<file path="src/rtl/fetch_stage_pkg.sv">
// Shared widths, defaults and the queue entry type for the instruction fetch stage.
package fetch_stage_pkg;

    localparam int unsigned InstrMemWidth = 32;
    localparam int unsigned InstrWidth    = 32;
    localparam int unsigned EntryWidth    = InstrMemWidth + InstrWidth;
    localparam int unsigned FetchQdepth   = 2;

    localparam logic [InstrMemWidth-1:0] ResetPcDefault = '0;

    typedef struct packed {
        logic [InstrMemWidth-1:0] pc;
        logic [InstrWidth-1:0]    instr;
    } fetch_entry_t;

    function automatic logic is_word_aligned(input logic [InstrMemWidth-1:0] addr);
        return addr[1:0] == 2'b00;
    endfunction

endpackage

</file>
<file path="src/rtl/fetch_stage_if.sv">
// Instruction-memory port plus the valid/ready handshake toward decode.
interface fetch_stage_if;
    import fetch_stage_pkg::*;

    logic [InstrMemWidth-1:0] instr_addr;
    logic                     re;
    logic [InstrWidth-1:0]    instr;

    logic                     out_valid;
    logic                     out_ready;
    logic [InstrWidth-1:0]    out_instr;
    logic [InstrMemWidth-1:0] out_pc;

    modport master (
        output instr_addr, re, out_valid, out_instr, out_pc,
        input  instr, out_ready
    );

    modport slave (
        input  instr_addr, re, out_valid, out_instr, out_pc,
        output instr, out_ready
    );

endinterface

</file>
<file path="src/rtl/fetch_queue.sv">
// Small synchronous FIFO of {pc, instr} entries with a flush that drops all queued entries.
module fetch_queue
    import fetch_stage_pkg::*;
#(
    parameter int unsigned DEPTH = FetchQdepth
) (
    input  logic                         clk,
    input  logic                         rst_n,
    input  logic                         flush,
    input  logic                         push,
    input  logic                         pop,
    input  fetch_entry_t                 wdata,
    output fetch_entry_t                 rdata,
    output logic                         full,
    output logic                         empty,
    output logic [$clog2(DEPTH+1)-1:0]   count
);

    localparam int unsigned PtrW = $clog2(DEPTH);
    localparam int unsigned CntW = $clog2(DEPTH + 1);

    fetch_entry_t      mem_q [DEPTH];
    fetch_entry_t      mem_d [DEPTH];
    logic [PtrW-1:0]   rd_ptr_q, rd_ptr_d;
    logic [PtrW-1:0]   wr_ptr_q, wr_ptr_d;
    logic [CntW-1:0]   count_q, count_d;
    logic              do_push, do_pop;

    assign full    = (count_q == CntW'(DEPTH));
    assign empty   = (count_q == '0);
    assign count   = count_q;
    assign rdata   = mem_q[rd_ptr_q];
    assign do_pop  = pop & ~empty;
    // A full queue still accepts a push when the head leaves in the same cycle.
    assign do_push = push & (~full | do_pop);

    always_comb begin
        mem_d    = mem_q;
        rd_ptr_d = rd_ptr_q;
        wr_ptr_d = wr_ptr_q;
        count_d  = count_q;
        if (do_pop) begin
            rd_ptr_d = rd_ptr_q + PtrW'(1);
        end
        if (flush) begin
            wr_ptr_d = rd_ptr_d;
            count_d  = '0;
        end else begin
            if (do_push) begin
                mem_d[wr_ptr_q] = wdata;
                wr_ptr_d        = wr_ptr_q + PtrW'(1);
            end
            count_d = count_q + CntW'(do_push) - CntW'(do_pop);
        end
    end

    always_ff @(posedge clk or negedge rst_n) begin
        if (!rst_n) begin
            for (int i = 0; i < int'(DEPTH); i++) begin
                mem_q[i] <= '0;
            end
            rd_ptr_q <= '0;
            wr_ptr_q <= '0;
            count_q  <= '0;
        end else begin
            mem_q    <= mem_d;
            rd_ptr_q <= rd_ptr_d;
            wr_ptr_q <= wr_ptr_d;
            count_q  <= count_d;
        end
    end

endmodule

</file>
<file path="src/rtl/fetch_stage.sv">
// Instruction fetch stage: owns the PC, reads instruction memory, queues {pc, instr} toward
// decode, and flushes on redirects while trapping misaligned redirect targets.
module fetch_stage
    import fetch_stage_pkg::*;
#(
    parameter logic [InstrMemWidth-1:0] RESET_PC = ResetPcDefault,
    parameter int unsigned              QDEPTH   = FetchQdepth
) (
    input  logic                     clk,
    input  logic                     rst_n,
    input  logic                     redirect,
    input  logic [InstrMemWidth-1:0] redirect_pc,
    fetch_stage_if.master            bus,
    output logic                     fault,
    output logic [InstrMemWidth-1:0] fault_pc
);

    localparam int unsigned CntW = $clog2(QDEPTH + 1);

    typedef enum logic [1:0] {
        StIdle,
        StFetch,
        StFault
    } state_e;

    state_e                   state_q, state_d;
    logic [InstrMemWidth-1:0] pc_q, pc_d;
    logic [InstrMemWidth-1:0] fault_pc_q, fault_pc_d;

    logic                     re;
    logic                     push;
    logic                     pop;
    logic                     push_ok;
    logic                     q_full;
    logic                     q_empty;
    logic [CntW-1:0]          q_count;
    fetch_entry_t             q_head;
    fetch_entry_t             q_wdata;

    assign pop     = bus.out_valid & bus.out_ready;
    assign push_ok = (q_count < CntW'(QDEPTH)) | pop;
    assign q_wdata = '{pc: pc_q, instr: bus.instr};

    always_comb begin
        state_d    = state_q;
        pc_d       = pc_q;
        fault_pc_d = fault_pc_q;
        re         = 1'b0;

        case (state_q)
            StIdle:  state_d = StFetch;
            StFetch: begin
                re = push_ok;
                if (push_ok) begin
                    pc_d = pc_q + InstrMemWidth'(4);
                end
            end
            StFault: ;
            default: state_d = StIdle;
        endcase

        // Redirect overrides any fetch this cycle; the fetched word is dropped by the flush.
        push = re & ~redirect;
        if (redirect) begin
            pc_d = redirect_pc;
            if (is_word_aligned(redirect_pc)) begin
                state_d = StFetch;
            end else begin
                state_d    = StFault;
                fault_pc_d = redirect_pc;
            end
        end
    end

    always_ff @(posedge clk or negedge rst_n) begin
        if (!rst_n) begin
            state_q    <= StIdle;
            pc_q       <= RESET_PC;
            fault_pc_q <= '0;
        end else begin
            state_q    <= state_d;
            pc_q       <= pc_d;
            fault_pc_q <= fault_pc_d;
        end
    end

    fetch_queue #(
        .DEPTH (QDEPTH)
    ) u_queue (
        .clk   (clk),
        .rst_n (rst_n),
        .flush (redirect),
        .push  (push),
        .pop   (pop),
        .wdata (q_wdata),
        .rdata (q_head),
        .full  (q_full),
        .empty (q_empty),
        .count (q_count)
    );

    assign bus.instr_addr = pc_q;
    assign bus.re         = re;
    assign bus.out_valid  = ~q_empty;
    assign bus.out_pc     = q_head.pc;
    assign bus.out_instr  = q_head.instr;
    assign fault          = (state_q == StFault);
    assign fault_pc       = fault_pc_q;

    full_matches_count: assert property (@(posedge clk) disable iff (!rst_n)
        q_full == (q_count == CntW'(QDEPTH)));

endmodule

</file>
<file path="src/flat_wrapper.sv">
// flat-port wrapper written by rule: the top's interface ports become plain ports
module fetch_stage_flat import fetch_stage_pkg::*;
#(
    parameter logic [InstrMemWidth-1:0] RESET_PC = ResetPcDefault,
    parameter int unsigned              QDEPTH   = FetchQdepth
)
  (clk, rst_n, redirect, redirect_pc, fault, fault_pc, bus_instr_addr, bus_re, bus_out_valid, bus_out_instr, bus_out_pc, bus_instr, bus_out_ready);
  fetch_stage_if bus_i ();
  input  logic clk;
  input  logic rst_n;
  input  logic redirect;
  input  logic [InstrMemWidth-1:0] redirect_pc;
  output logic fault;
  output logic [InstrMemWidth-1:0] fault_pc;
  output wire logic [$bits(bus_i.instr_addr)-1:0] bus_instr_addr;
  output wire logic [$bits(bus_i.re)-1:0] bus_re;
  output wire logic [$bits(bus_i.out_valid)-1:0] bus_out_valid;
  output wire logic [$bits(bus_i.out_instr)-1:0] bus_out_instr;
  output wire logic [$bits(bus_i.out_pc)-1:0] bus_out_pc;
  input wire logic [$bits(bus_i.instr)-1:0] bus_instr;
  input wire logic [$bits(bus_i.out_ready)-1:0] bus_out_ready;
  assign bus_instr_addr = bus_i.instr_addr;
  assign bus_re = bus_i.re;
  assign bus_out_valid = bus_i.out_valid;
  assign bus_out_instr = bus_i.out_instr;
  assign bus_out_pc = bus_i.out_pc;
  assign bus_i.instr = bus_instr;
  assign bus_i.out_ready = bus_out_ready;
  fetch_stage #(.RESET_PC(RESET_PC), .QDEPTH(QDEPTH)) u_core (.clk(clk), .rst_n(rst_n), .redirect(redirect), .redirect_pc(redirect_pc), .bus(bus_i), .fault(fault), .fault_pc(fault_pc));
endmodule
</file>
<file path="config.mk">
export PLATFORM = sky130hd
export DESIGN_NAME = fetch_stage_flat
export DESIGN_NICKNAME = d
export VERILOG_FILES = /design/src/rtl/fetch_stage_pkg.sv /design/src/rtl/fetch_stage_if.sv /design/src/rtl/fetch_queue.sv /design/src/rtl/fetch_stage.sv /design/src/flat_wrapper.sv
export SDC_FILE = /design/constraint.sdc
export NUM_CORES = 1
export LEC_CHECK = 0
export ABC_AREA = 1
export CAP_MARGIN = 15
export CORE_UTILIZATION = 47
export DETAILED_ROUTE_END_ITERATION = 12
export GPL_ROUTABILITY_DRIVEN = 1
export PLACE_DENSITY = 0.84
export SETUP_SLACK_MARGIN = 0.1
export SKIP_LAST_GASP = 1
export SYNTH_ARGS = -nofsm -noshare
export SYNTH_HDL_FRONTEND = slang
export SYNTH_SLANG_ARGS = --single-unit
</file>
<file path="constraint.sdc">
create_clock -name clk -period 1.8 [get_ports clk]
set_input_delay 0.27 -clock clk [delete_from_list [all_inputs] [get_ports clk]]
set_output_delay 0.27 -clock clk [all_outputs]
set_load 0.01 [all_outputs]
</file>
==> results_dict.tcl <==
set metrics [dict create \
    status "finished with violations" \
    violations "setup timing" \
    post_synth_and_or_nand_nor_area_fraction_pct 23.9 \
    synth_edf_count 0 \
    cp.required_ns 1.53 \
    die_h_um 146 \
    fin_crit_sh_pct 102 \
    ys_warn_count 0 \
    p_leak_nw 6.89 \
    final-hold-violation-count 0 \
    grt_max_degree 57 \
    r2r_start "u_core.state_q[1]" \
    clock_latency_ns 0.44 \
    ioPinCount 199 \
    reg2reg_to "u_core.u_queue.mem_q[37]" \
    syn-num-nets 1235 \
    grt-ovfl-total 0 \
    antenna_found_initial 0 \
    synth_xor_area_share_pct 1.17 \
    track_usage_pct 24.6 \
    stdcell_count 1677 \
    hpwl_um 17700 \
    grtUsageMet3_pct 6.69 \
    r2r_slack_ns 0.12 \
    ir_worst_vdd_mv 1.03 \
    ant_nets 0 \
    finalClockSkew_ns 0.0127 \
    cts_tree "yes" \
    crit_end "bus_out_pc[12]" \
    rows 52 \
    synth_seq_area_share_pct 50.7 \
    path_clk_slew_ns 0.07 \
    crit_start "u_core.u_queue.rd_ptr_q" \
    syn2layout_area_growth_pct 39.5 \
    syn-instance-count 1162 \
    slew_headroom_pct 66.4 \
    drive_gt1_share_pct 31.6 \
    worst-slew-pin-transition_ns 0.504 \
    grt.busiest_layer "met2" \
    antenna_cells 0 \
    vias 8618 \
    muxShareOfSynthArea_pct 0 \
    finalWirelength_um 27600 \
    design.core.area_um2 20300 \
    end_kind "primary output" \
    arrival_ns 1.56 \
    setup_violations 14 \
    wl_per_cell_um 16.4 \
    cts_max_level 4 \
    path_max_fanout 8 \
    synth_top_family_by_area "simple AND/OR/NAND/NOR gates" \
    rr_worst_depth 11 \
    cts_sinks 198 \
    grt_pass1_wl_um 41500 \
    synth_area_leaders "dfrtp_1 (51%), nand2_1 (18%), o21ai_2 (10%)" \
    met2_usage_pct 37.1 \
    synth_compound_area_share_pct 14.8 \
    synth_commonest_cells "nand2_1 (474), dfrtp_1 (198), o21ai_2 (115)" \
    cts_buffer_depth 2 \
    dp.cells 1612 \
    synth_area_um2 9770 \
    cts-buffers-inserted 17 \
    synth-async-reset-ratio_pct 100 \
    clockRootBuffer "clkbuf_16" \
    max_clock_freq_mhz 547 \
    die_w_um 146 \
    yosys.area_share.adder_pct 0.640 \
    place_congestion 0.900 \
    via_per_inst 5.14 \
    cap_viol_max_count 0 \
    rsz0062_at_grt "true" \
    start_util_pct 48.1 \
    grt_pass1_vias 8131 \
    yosysMostFrequentCell "nand2_1" \
    layout_setup_ws_ns -0.0280 \
    synth_ff_type "dfrtp_1" \
    syn_avg_cell_area_um2 8.41 \
    io_buffers 198 \
    synth_area_leader_cell "dfrtp_1" \
    layout_min_cycle_time_ns 1.83 \
    startpoint_type "register" \
    pwr_density_cell_nw_per_um2 1550 \
    drtIter0Drc 530 \
    worstHoldPathType "in2async" \
    netlist-cell-type-count 30 \
    drc 0 \
    drt_pass1_iterations 5 \
    hold_ws_ns 0.376 \
    final_max_slew_viol_count 0 \
    synth.top_cell.area_share_pct 50.7 \
    synth_seq_cells 198 \
    critPathKind "reg2out" \
    die_area_um2 21400 \
    met1_usage_pct 33.9 \
    nNetsFinal 1467 \
]
## kinds of logic (layout without fill, tap and decap cells)
logic type,count (synthesis),after routing
simple gates,584,585
flops,198,198
compound gates,191,191
buf+inv,171,415
xor+xnor,13,13
fa+ha+maj,5,5
## layer usage
layer / wire length, um / vias up
met3: 2150 / 58
met2: 13000 / 389
met4: 694 / 0
met1: 11700 / 4067
li1: - / 4104
met5: 0 / -
## per-stage QoR
step | total power, mW | instance area, um^2 | TNS, ns | worst slack (ns) | util, %
2_1_floorplan | 11.7 | 9790 | 0 | 0.0223 | -
3_3_place_gp | 15.5 | 12200 | -2.37 | -0.0807 | 60.0
3_5_place_dp | 15.8 | 12200 | -6.95 | -0.107 | 60.0
4_1_cts | 19.4 | 12900 | -3.60 | -0.133 | 63.6
5_1_grt | 22.4 | 13600 | -1.44 | -0.0753 | 67.2
6_report | 21.1 | 13600 | -0.210 | -0.0280 | 67.2
## power by group
group | switching [mW] | internal, mW | leakage [nW] | total, mW
registers | 1.34 | 6.12 | 2.45 | 7.45
logic | 5.16 | 4.80 | 4.16 | 9.96
clock network | 1.74 | 1.93 | 0.273 | 3.68
## worst max-delay path, stage by stage (launching register included)
cell	delay (ns)
dfrtp_2	0.45
buf_6	0.14
buf_6	0.12
clkbuf_16	0.17
nand2_4	0.07
nand2_4	0.05
buf_6	0.12
## worst min path at each step
stage / end / slack (ns) / cells after the start
floorplan: u_core.bus.instr_addr[0] / -0.03 / 0
global placement: u_core.u_queue.mem_q[23] / 0.28 / 1
detailed placement: u_core.u_queue.mem_q[23] / 0.28 / 1
CTS: u_core.u_queue.mem_q[23] / 0.39 / 2
global route: u_core.u_queue.mem_q[87] / 0.41 / 2
finish: u_core.u_queue.mem_q[23] / 0.38 / 2
## flip-flops by register name, indices dropped and copies added (netlist names)
| signal | flops |
|---|---|
| u_core.fault_pc | 32 |
| u_core.u_queue.mem_q | 128 |
| u_core.state_q | 2 |
| u_core.u_queue.rd_ptr_q | 1 |
| u_core.u_queue.wr_ptr_q | 1 |
| u_core.bus.instr_addr | 32 |
| u_core.u_queue.count | 2 |
## placed cells by master (no fill, tap or decap), types with 3 or more instances in the layout
cell	n
buf_6	45
buf_4	37
inv_8	3
o21ai_2	115
nor2_2	3
inv_2	5
clkdlybuf4s50_1	109
o221ai_1	5
nand3_2	3
nor2_1	40
dlygate4sd2_1	19
nor2_4	4
clkinv_4	3
nand3_1	24
dlymetal6s2s_1	3
inv_1	104
dfrtp_2	12
clkinv_2	4
dfrtp_1	186
nand2_4	43
o22ai_1	17
nand2_1	379
buf_12	17
buf_2	24
o21ai_1	34
xor2_1	11
ha_1	3
clkbuf_16	24
o21bai_1	8
o21ai_0	9
nand2_2	85
## cell type report
cell class	instances	area, um^2
multi-input cells	794	4490
well taps	270	338
repair buffers	269	2840
clock inverters	13	125
fillers	1622	6660
clock buffers	19	433
flip-flops and latches	198	4970
inverters	114	438
## timing repair
action                                  CTS  global route
setup buffers                            15             7
pin swaps                                 0            35
gates resized for setup                 258           250
endpoints found under the setup margin   93            98
endpoints found under the hold margin    50             0
hold buffers                              1             0
cloned                                    2             9
Note: power is estimated with default switching activity, not from simulation.
